[src/rtl/regfile_writeback_arbiter_if.sv]
// Bus bundle between the writeback sources, the arbiter and the register-file write port.
// The slave modport is the arbiter's view; the master modport is the surrounding pipeline's view.
interface regfile_writeback_arbiter_if;
  logic        pipe_valid;
  logic [4:0]  pipe_rd;
  logic [31:0] pipe_data;
  logic        ll_valid;
  logic        ll_ready;
  logic [4:0]  ll_rd;
  logic [31:0] ll_data;
  logic        issue_valid;
  logic [4:0]  issue_rd;
  logic [31:0] busy;
  logic        stall_req;
  logic        wr_en;
  logic [4:0]  wr_idx;
  logic [31:0] wr_data;

  modport slave (
    input  pipe_valid, pipe_rd, pipe_data,
    input  ll_valid, ll_rd, ll_data,
    input  issue_valid, issue_rd,
    output ll_ready, busy, stall_req,
    output wr_en, wr_idx, wr_data
  );

  modport master (
    output pipe_valid, pipe_rd, pipe_data,
    output ll_valid, ll_rd, ll_data,
    output issue_valid, issue_rd,
    input  ll_ready, busy, stall_req,
    input  wr_en, wr_idx, wr_data
  );
endinterface

[src/rtl/regfile_writeback_arbiter.sv]
// Merges pipeline writebacks and a FIFO of long-latency results onto the single register-file write port.
// Define WB_SCOREBOARD_EN to build the pending-destination scoreboard; otherwise busy is tied to zero.
module regfile_writeback_arbiter #(
  parameter int DEPTH        = 4,
  parameter int STARVE_LIMIT = 8
) (
  input  logic                         clk,
  input  logic                         rst,
  regfile_writeback_arbiter_if.slave   bus
);
  localparam int PW = $clog2(DEPTH);
  localparam int CW = PW + 1;

  logic [4:0]    r_fifo_rd   [DEPTH];
  logic [31:0]   r_fifo_data [DEPTH];
  logic [PW-1:0] r_wptr;
  logic [PW-1:0] r_rptr;
  logic [CW-1:0] r_count;
  logic [7:0]    r_wait;
  logic          r_wr_en;
  logic [4:0]    r_wr_idx;
  logic [31:0]   r_wr_data;

  logic          w_empty;
  logic          w_ready;
  logic          w_push;
  logic          w_pop;
  logic [4:0]    w_head_rd;
  logic [31:0]   w_head_data;

  // ll_ready comes only from the registered count, so a full FIFO refuses even while popping.
  assign w_empty     = (r_count == '0);
  assign w_ready     = (r_count < CW'(DEPTH));
  assign w_push      = bus.ll_valid && w_ready;
  assign w_pop       = !bus.pipe_valid && !w_empty;
  assign w_head_rd   = r_fifo_rd[r_rptr];
  assign w_head_data = r_fifo_data[r_rptr];

  assign bus.ll_ready  = w_ready;
  assign bus.stall_req = (r_wait >= 8'(STARVE_LIMIT));
  assign bus.wr_en     = r_wr_en;
  assign bus.wr_idx    = r_wr_idx;
  assign bus.wr_data   = r_wr_data;

  always_ff @(posedge clk) begin
    if (w_push) begin
      r_fifo_rd[r_wptr]   <= bus.ll_rd;
      r_fifo_data[r_wptr] <= bus.ll_data;
    end
  end

  always_ff @(posedge clk) begin
    if (rst) begin
      r_wptr  <= '0;
      r_rptr  <= '0;
      r_count <= '0;
    end else begin
      if (w_push) r_wptr <= r_wptr + 1'b1;
      if (w_pop)  r_rptr <= r_rptr + 1'b1;
      case ({w_push, w_pop})
        2'b10:   r_count <= r_count + 1'b1;
        2'b01:   r_count <= r_count - 1'b1;
        default: r_count <= r_count;
      endcase
    end
  end

  // Register 0 is hardwired, so its writes are consumed but never enabled.
  always_ff @(posedge clk) begin
    if (rst) begin
      r_wr_en   <= 1'b0;
      r_wr_idx  <= '0;
      r_wr_data <= '0;
    end else if (bus.pipe_valid) begin
      r_wr_en   <= (bus.pipe_rd != 5'd0);
      r_wr_idx  <= bus.pipe_rd;
      r_wr_data <= bus.pipe_data;
    end else if (w_pop) begin
      r_wr_en   <= (w_head_rd != 5'd0);
      r_wr_idx  <= w_head_rd;
      r_wr_data <= w_head_data;
    end else begin
      r_wr_en   <= 1'b0;
    end
  end

  always_ff @(posedge clk) begin
    if (rst || w_empty || w_pop) begin
      r_wait <= '0;
    end else if (r_wait != 8'hFF) begin
      r_wait <= r_wait + 1'b1;
    end
  end

`ifdef WB_SCOREBOARD_EN
  logic [31:0] r_busy;
  logic [31:0] w_busy_next;

  // Clear is applied before set so a same-cycle re-issue keeps the register pending.
  always_comb begin
    w_busy_next = r_busy;
    if (w_pop) w_busy_next[w_head_rd] = 1'b0;
    if (bus.issue_valid && (bus.issue_rd != 5'd0)) w_busy_next[bus.issue_rd] = 1'b1;
  end

  always_ff @(posedge clk) begin
    if (rst) r_busy <= '0;
    else     r_busy <= w_busy_next & 32'hFFFF_FFFE;
  end

  assign bus.busy = r_busy;
`else
  logic w_unused_issue;
  assign w_unused_issue = ^{bus.issue_valid, bus.issue_rd};
  assign bus.busy       = 32'b0;
`endif
endmodule
[src/flat_wrapper.sv]
// flat-port wrapper written by rule: the top's interface ports become plain ports
module regfile_writeback_arbiter_flat 
#(
  parameter int DEPTH        = 4,
  parameter int STARVE_LIMIT = 8
)
  (clk, rst, bus_pipe_valid, bus_pipe_rd, bus_pipe_data, bus_ll_valid, bus_ll_rd, bus_ll_data, bus_issue_valid, bus_issue_rd, bus_ll_ready, bus_busy, bus_stall_req, bus_wr_en, bus_wr_idx, bus_wr_data);
  regfile_writeback_arbiter_if bus_i ();
  input  logic clk;
  input  logic rst;
  input wire logic [$bits(bus_i.pipe_valid)-1:0] bus_pipe_valid;
  input wire logic [$bits(bus_i.pipe_rd)-1:0] bus_pipe_rd;
  input wire logic [$bits(bus_i.pipe_data)-1:0] bus_pipe_data;
  input wire logic [$bits(bus_i.ll_valid)-1:0] bus_ll_valid;
  input wire logic [$bits(bus_i.ll_rd)-1:0] bus_ll_rd;
  input wire logic [$bits(bus_i.ll_data)-1:0] bus_ll_data;
  input wire logic [$bits(bus_i.issue_valid)-1:0] bus_issue_valid;
  input wire logic [$bits(bus_i.issue_rd)-1:0] bus_issue_rd;
  output wire logic [$bits(bus_i.ll_ready)-1:0] bus_ll_ready;
  output wire logic [$bits(bus_i.busy)-1:0] bus_busy;
  output wire logic [$bits(bus_i.stall_req)-1:0] bus_stall_req;
  output wire logic [$bits(bus_i.wr_en)-1:0] bus_wr_en;
  output wire logic [$bits(bus_i.wr_idx)-1:0] bus_wr_idx;
  output wire logic [$bits(bus_i.wr_data)-1:0] bus_wr_data;
  assign bus_i.pipe_valid = bus_pipe_valid;
  assign bus_i.pipe_rd = bus_pipe_rd;
  assign bus_i.pipe_data = bus_pipe_data;
  assign bus_i.ll_valid = bus_ll_valid;
  assign bus_i.ll_rd = bus_ll_rd;
  assign bus_i.ll_data = bus_ll_data;
  assign bus_i.issue_valid = bus_issue_valid;
  assign bus_i.issue_rd = bus_issue_rd;
  assign bus_ll_ready = bus_i.ll_ready;
  assign bus_busy = bus_i.busy;
  assign bus_stall_req = bus_i.stall_req;
  assign bus_wr_en = bus_i.wr_en;
  assign bus_wr_idx = bus_i.wr_idx;
  assign bus_wr_data = bus_i.wr_data;
  regfile_writeback_arbiter #(.DEPTH(DEPTH), .STARVE_LIMIT(STARVE_LIMIT)) u_core (.clk(clk), .rst(rst), .bus(bus_i));
endmodule
[config.mk]
export PLATFORM = sky130hd
export DESIGN_NAME = regfile_writeback_arbiter_flat
export DESIGN_NICKNAME = d
export VERILOG_FILES = /design/src/rtl/regfile_writeback_arbiter_if.sv /design/src/rtl/regfile_writeback_arbiter.sv /design/src/flat_wrapper.sv
export SDC_FILE = /design/constraint.sdc
export NUM_CORES = 1
export LEC_CHECK = 0
export BUFFER_PORTS_ARGS = -buffer_cell sky130_fd_sc_hd__buf_2
export CAP_MARGIN = 10
export CORE_ASPECT_RATIO = 2
export CORE_UTILIZATION = 55
export CTS_BUF_LIST = sky130_fd_sc_hd__clkbuf_8
export DETAILED_ROUTE_END_ITERATION = 8
export PLACE_DENSITY = 0.79
export SLEW_MARGIN = 20
export SYNTH_ARGS = -nofsm -noshare
export SYNTH_HDL_FRONTEND = slang
export SYNTH_SLANG_ARGS = --single-unit
export TNS_END_PERCENT = 1
[constraint.sdc]
create_clock -name clk -period 6.5 [get_ports clk]
set_clock_uncertainty 0.1 [all_clocks]
set_input_delay 0.975 -clock clk [delete_from_list [all_inputs] [get_ports clk]]
set_output_delay 0.975 -clock clk [all_outputs]
set_load 0.005 [all_outputs]
# --- Yosys cells after proc, flatten, opt, wreduce, memory -nomap -nowiden ---
# Memories as Yosys holds them, arrays and structs flattened. A register that Yosys moved wholly into a read port is not among the register bits.
# Index checks and enable logic that the tools add are counted.
totals:
  wordCells: 43
  n_memories: 2
  inputBits: 84
  output_inout_bits: 72
  ff_bits: 53
  ram_bits: 148
  latch_bits: 0
  rom_bits: 0
mem_list:
  columns: ["memory", "words", "word_bits", "rd", "rd_ports_with_merged_regs", "wr", "line_no", "text"]
  rows:
  - ["u_core.r_fifo_data", 4, 32, 1, 1, 1, "regfile_writeback_arbiter.sv:15", "logic [31:0] r_fifo_data [DEPTH];"]
  - ["u_core.r_fifo_rd", 4, 5, 1, 1, 1, "regfile_writeback_arbiter.sv:14", "logic [4:0] r_fifo_rd [DEPTH];"]
op_classes:
  mul: 0
  add_sub_neg: 5
  n_div: 0
  n_mux: 13
  magnitude_cmp: 2
  shift: 0
  n_bitwise: 0
  n_eq_ne: 3
  reduce_logical: 11
op_table:
  columns: ["operator", "n"]
  rows:
  - ["32-bit two-way mux", 2]
  - ["5-bit two-way mux", 2]
  - ["5-bit nonzero test", 2]
  - ["8-bit by 1-bit adder with 8-bit output, second input constant", 1]
  - ["8-bit by 4-bit greater-or-equal comparator with 1-bit output, second input constant", 1]
  - ["2-bit two-way mux", 4]
  - ["8-bit != test, second input constant", 1]
  - ["3-bit one-hot mux with 2 select lines", 1]
  - ["2-bit by 1-bit adder with 2-bit output, second input constant", 2]
  - ["1-bit two-way mux", 4]
  - ["2-bit nonzero test", 2]
  - ["3-bit by 1-bit adder with 3-bit output, second input constant", 1]
  - ["3-bit logical NOT", 1]
  - ["3-bit less-than comparator, second input constant", 1]
  - ["3-bit by 1-bit subtractor with 3-bit output, second input constant", 1]
  - ["2-bit by 1-bit == test with 1-bit output, second input constant", 1]
  - ["2-bit == test, second input constant", 1]
  - ["1-bit logical AND", 2]
  - ["1-bit logical NOT", 2]
  - ["1-bit logical OR", 2]

# --- Logic depth before layout (Yosys ltp) ---
logic_depth:
  word_depth: 5
  mapped_depth: 9
  depth_no_buf: 8

# --- Worst setup path after synthesis ---
# OpenSTA, ideal clock, no wires.
synth_timing:
  path_type: "input to register"
  startpoint: "input port bus_pipe_valid"
  endpoint: "register u_core.r_count[2]"
  arrival_time_ns: 2.671
  setup_time_ns: 0.071
  path_slack_ns: 3.658
  path_buffers: 2
  cell_stages: 9
  required_time_ns: 6.329
  cell_sequence: "buf_2 -> clkbuf_1 -> nor2_1 -> ha_1 -> inv_1 -> fa_1 -> xor2_1 -> or3_1 -> a21oi_1"
synth_between:
  elab_chain_cells: 4
  word_cells_on_any_way: 6
  cone_classes: "2 x eq/ne; 1 x mux; 3 x reduce/logical"
synth_rtl:
  columns: ["element", "line_no", "text"]
  rows:
  - ["start, declared", "flat_wrapper.sv:11", "input wire logic [$bits(bus_i.pipe_valid)-1:0] bus_pipe_valid;"]
  - ["1-bit logical NOT (*)", "regfile_writeback_arbiter.sv:35", "assign w_pop = !bus.pipe_valid && !w_empty;"]
  - ["1-bit logical AND (*)", "regfile_writeback_arbiter.sv:35", null]
  - ["net u_core.w_pop", "regfile_writeback_arbiter.sv:27", "logic w_pop;"]
  - ["2-bit by 1-bit == test with 1-bit output / 2-bit == test (equally long branches)", "regfile_writeback_arbiter.sv:60", "case ({w_push, w_pop})"]
  - ["3-bit one-hot mux with 2 select lines / 2-bit nonzero test (equally long branches)", null, null]
  - ["end signal, assigned", "regfile_writeback_arbiter.sv:61", "2'b10: r_count <= r_count + 1'b1;"]
  - ["end signal, assigned", "regfile_writeback_arbiter.sv:62", "2'b01: r_count <= r_count - 1'b1;"]
  - ["end signal, assigned", "regfile_writeback_arbiter.sv:63", "default: r_count <= r_count;"]
  - ["end, declared", "regfile_writeback_arbiter.sv:18", "logic [CW-1:0] r_count;"]
# The timed path passes the listed nets; every way through them passes the cells marked *.
# A chain may end at the register's enable or synchronous reset.

# --- Worst setup path after layout ---
# Ends and elaborated chain as after synthesis.

==> qor.txt <==
Syn Area/Cell: 15.2 µm²
Die Y: 174 µm
largest net degree at the start of global routing: 79
PostCTS Resize Cnt: 0
max-cap viol count: 0
number of port buffers: 117
drt wl/cell: 17.3 µm
met2 Use GR: 0.360
setup tns final: 0 ns
LEAKAGE: 3.53 nW
I/O pin count: 156
hold path cells: 2
CTS tree: built
Min-Delay Endpoint: u_core.r_wait[1]
CP Class: input port to flip-flop
Routability Congestion: 0.783
Final period util: 0.422
sequential fraction of the synthesis area: 0.678
top cell type's share of synthesized area: 0.543
vias in the first global route: 4780
die width: 88.2 µm
die area: 15400 µm²
Overall Power: 3.30 mW
DP HPWL: 9290 µm
TritonCTS Buffers: 26
hold-fix buffers at CTS: 0
area grow syn2layout: 12.9%
IR drop worst, VDD: 0.221 mV
share of layout cells above drive strength 1: 0.274
status: complete, no violations
FF-to-FF Start: u_core.r_count[2]
row count: 62
H-tree level count: 1
PD cells: 358 nW/µm²
final WL: 15000 µm
DRC Markers: 0
dominant cells by area after synthesis: edfxtp_1 (54%), dfxtp_1 (13%), mux4_2 (6.9%)
Worst-Margin Slew: 1.03 ns
first-pass GRT wire length: 23500 µm
critical path arrival: 3.10 ns
global route hottest layer: met2
WP data required: 6.86 ns
final setup vio count: 0
Vias/cell: 5.41
Synth Cell Area: 8180 µm²
nets: 747
FF-to-FF End: u_core.r_count[2]
Worst setup EP type: flip-flop
EDFF count, synth: 148
Iter 0 DRT Violations: 230
via count: 4696
met1 usage: 0.228
Ys Warns: 0
CP startpoint kind: input port
Commonest cells post-synth: edfxtp_1 (148), dfxtp_1 (55), inv_1 (48)
CP max FO: 78
Slew HR: 0.313
fraction of registers with async set/reset: 0
Root Buffer: clkbuf_8
Mapped Cells: 539
worst-skew pair later-pin latency: 0.53 ns
met3 track demand over resource: 0.0328
minimum hold slack: 0.416 ns
initial antenna violation count: 1
min cycle time layout: 2.74 ns
worst hold path startpoint: u_core.r_wait[1]
Fillers: 1064
max-slew violation count: 0
initial core utilization: 0.567
#FFs+latches synth: 203
GRT overflow: 0
Hold Path Class: flip-flop to flip-flop
core area: 14400 µm²
setup bufs post-CTS: 0
Clock transition at path regs: 0.07 ns
Pre-Repair DR Iteration Count: 4
Cell variety after synth: 37
clock sinks: 203
most numerous cell in the Yosys netlist: edfxtp_1
CTS max path bufs: 3
Routed Antenna Nets: 0
Final Util: 0.640
R2R Setup Slk: 3.96 ns
Max Fclk: 0.365 GHz
Total GRT Usage: 0.201
Top FF cell, synth: edfxtp_1
final hold viol count: 0
r2r worst-path depth: 9
RSZ-0062 raised after global routing: no
largest area contributor in the netlist: edfxtp_1
## critical path: stages
cell	delay [ns]
buf_2	0.10
buf_4	0.34
nor2_1	0.35
ha_1	0.25
inv_1	0.07
fa_1	0.37
xor2_1	0.17
or3_1	0.32
a21oi_1	0.14
## power by group
group          switching (mW)  total [mW]  leakage (nW)  internal (mW)
Sequential             0.0743        1.65          1.81           1.58
Clock                   0.439       0.866         0.277          0.426
Combinational           0.445       0.784          1.44          0.339
Total                   0.959        3.30          3.53           2.34
## sequential cells by signal, indices dropped and copies added, names as in the netlist, named ones only
name,cells
u_core.r_wptr,2
u_core.r_wait,8
u_core.r_fifo_rd,20
u_core.bus.wr_idx,5
u_core.bus.wr_en,1
u_core.bus.wr_data,32
u_core.r_rptr,2
u_core.r_fifo_data,128
u_core.r_count,3
## how the worst max path moves through the flow
stage	cells past startpoint	slack, ns	end	startpoint
after floorplan	9	3.66	u_core.r_count[2]	bus_pipe_valid
after global placement	9	3.34	u_core.r_count[2]	bus_pipe_valid
after detailed placement	9	3.23	u_core.r_count[2]	bus_pipe_valid
after CTS	9	3.79	u_core.r_count[2]	bus_pipe_valid
after global routing	9	3.62	u_core.r_count[2]	bus_pipe_valid
final	9	3.76	u_core.r_count[2]	bus_pipe_valid
## kinds of logic after synthesis
logic type | after synthesis | synth area share
AOI/OAI and AO/OA | 85 | 0.0702
xor gates and xnor gates | 9 | 0.00964
adders and majority gates | 8 | 0.0132
buffers and inverters | 111 | 0.0730
DFF | 203 | 0.678
muxes | 39 | 0.110
other | 1 | 0.000459
and+or+nand+nor | 83 | 0.0456
## area by class of cell
| type | count | area [µm²] | area share |
|---|---|---|---|
| diodes | 1 | 2.50 | 0.000271 |
| clock buffers | 27 | 372 | 0.0403 |
| clock inverters | 21 | 113 | 0.0122 |
| inverters | 48 | 180 | 0.0195 |
| multi-input cells | 256 | 2170 | 0.235 |
| flip-flops and latches | 203 | 5550 | 0.601 |
| well taps | 192 | 240 | 0.0260 |
| repair buffers | 120 | 608 | 0.0659 |
## per-stage QoR
| stage | cells | setup WS [ns] | cell area (µm²) |
|---|---|---|---|
| finish | 868 | 3.76 | 9230 |
| global route | 868 | 3.62 | 9230 |
| CTS | 867 | 3.79 | 9230 |
| detailed placement | 819 | 3.23 | 8740 |
| global placement | 819 | 3.34 | 8740 |
| floorplan | 570 | 3.66 | 8290 |
## layer usage
layer,wire (µm),share of wire
met3,708,0.047
met5,0,0
met1,5690,0.38
met2,8070,0.54
met4,544,0.036
## layout by cell type, fill, tap and decap left out, types with 2 or more instances in the layout
cell type and n:
nand3_1 2, clkbuf_8 27, and2_2 4, conb_1 32
dfxtp_2 2, buf_4 3, mux4_2 25, dfxtp_1 53
mux2i_1 2, o21ai_0 4, nor2b_1 2, a21oi_1 41
ha_1 7, nor2_1 20, xnor2_1 4, edfxtp_1 148
xor2_1 5, buf_2 117, inv_1 56, clkinv_1 9
clkinv_2 2, a221oi_1 38, mux4_1 12, nand2_1 42
Note: power is estimated with default switching activity, not from simulation.
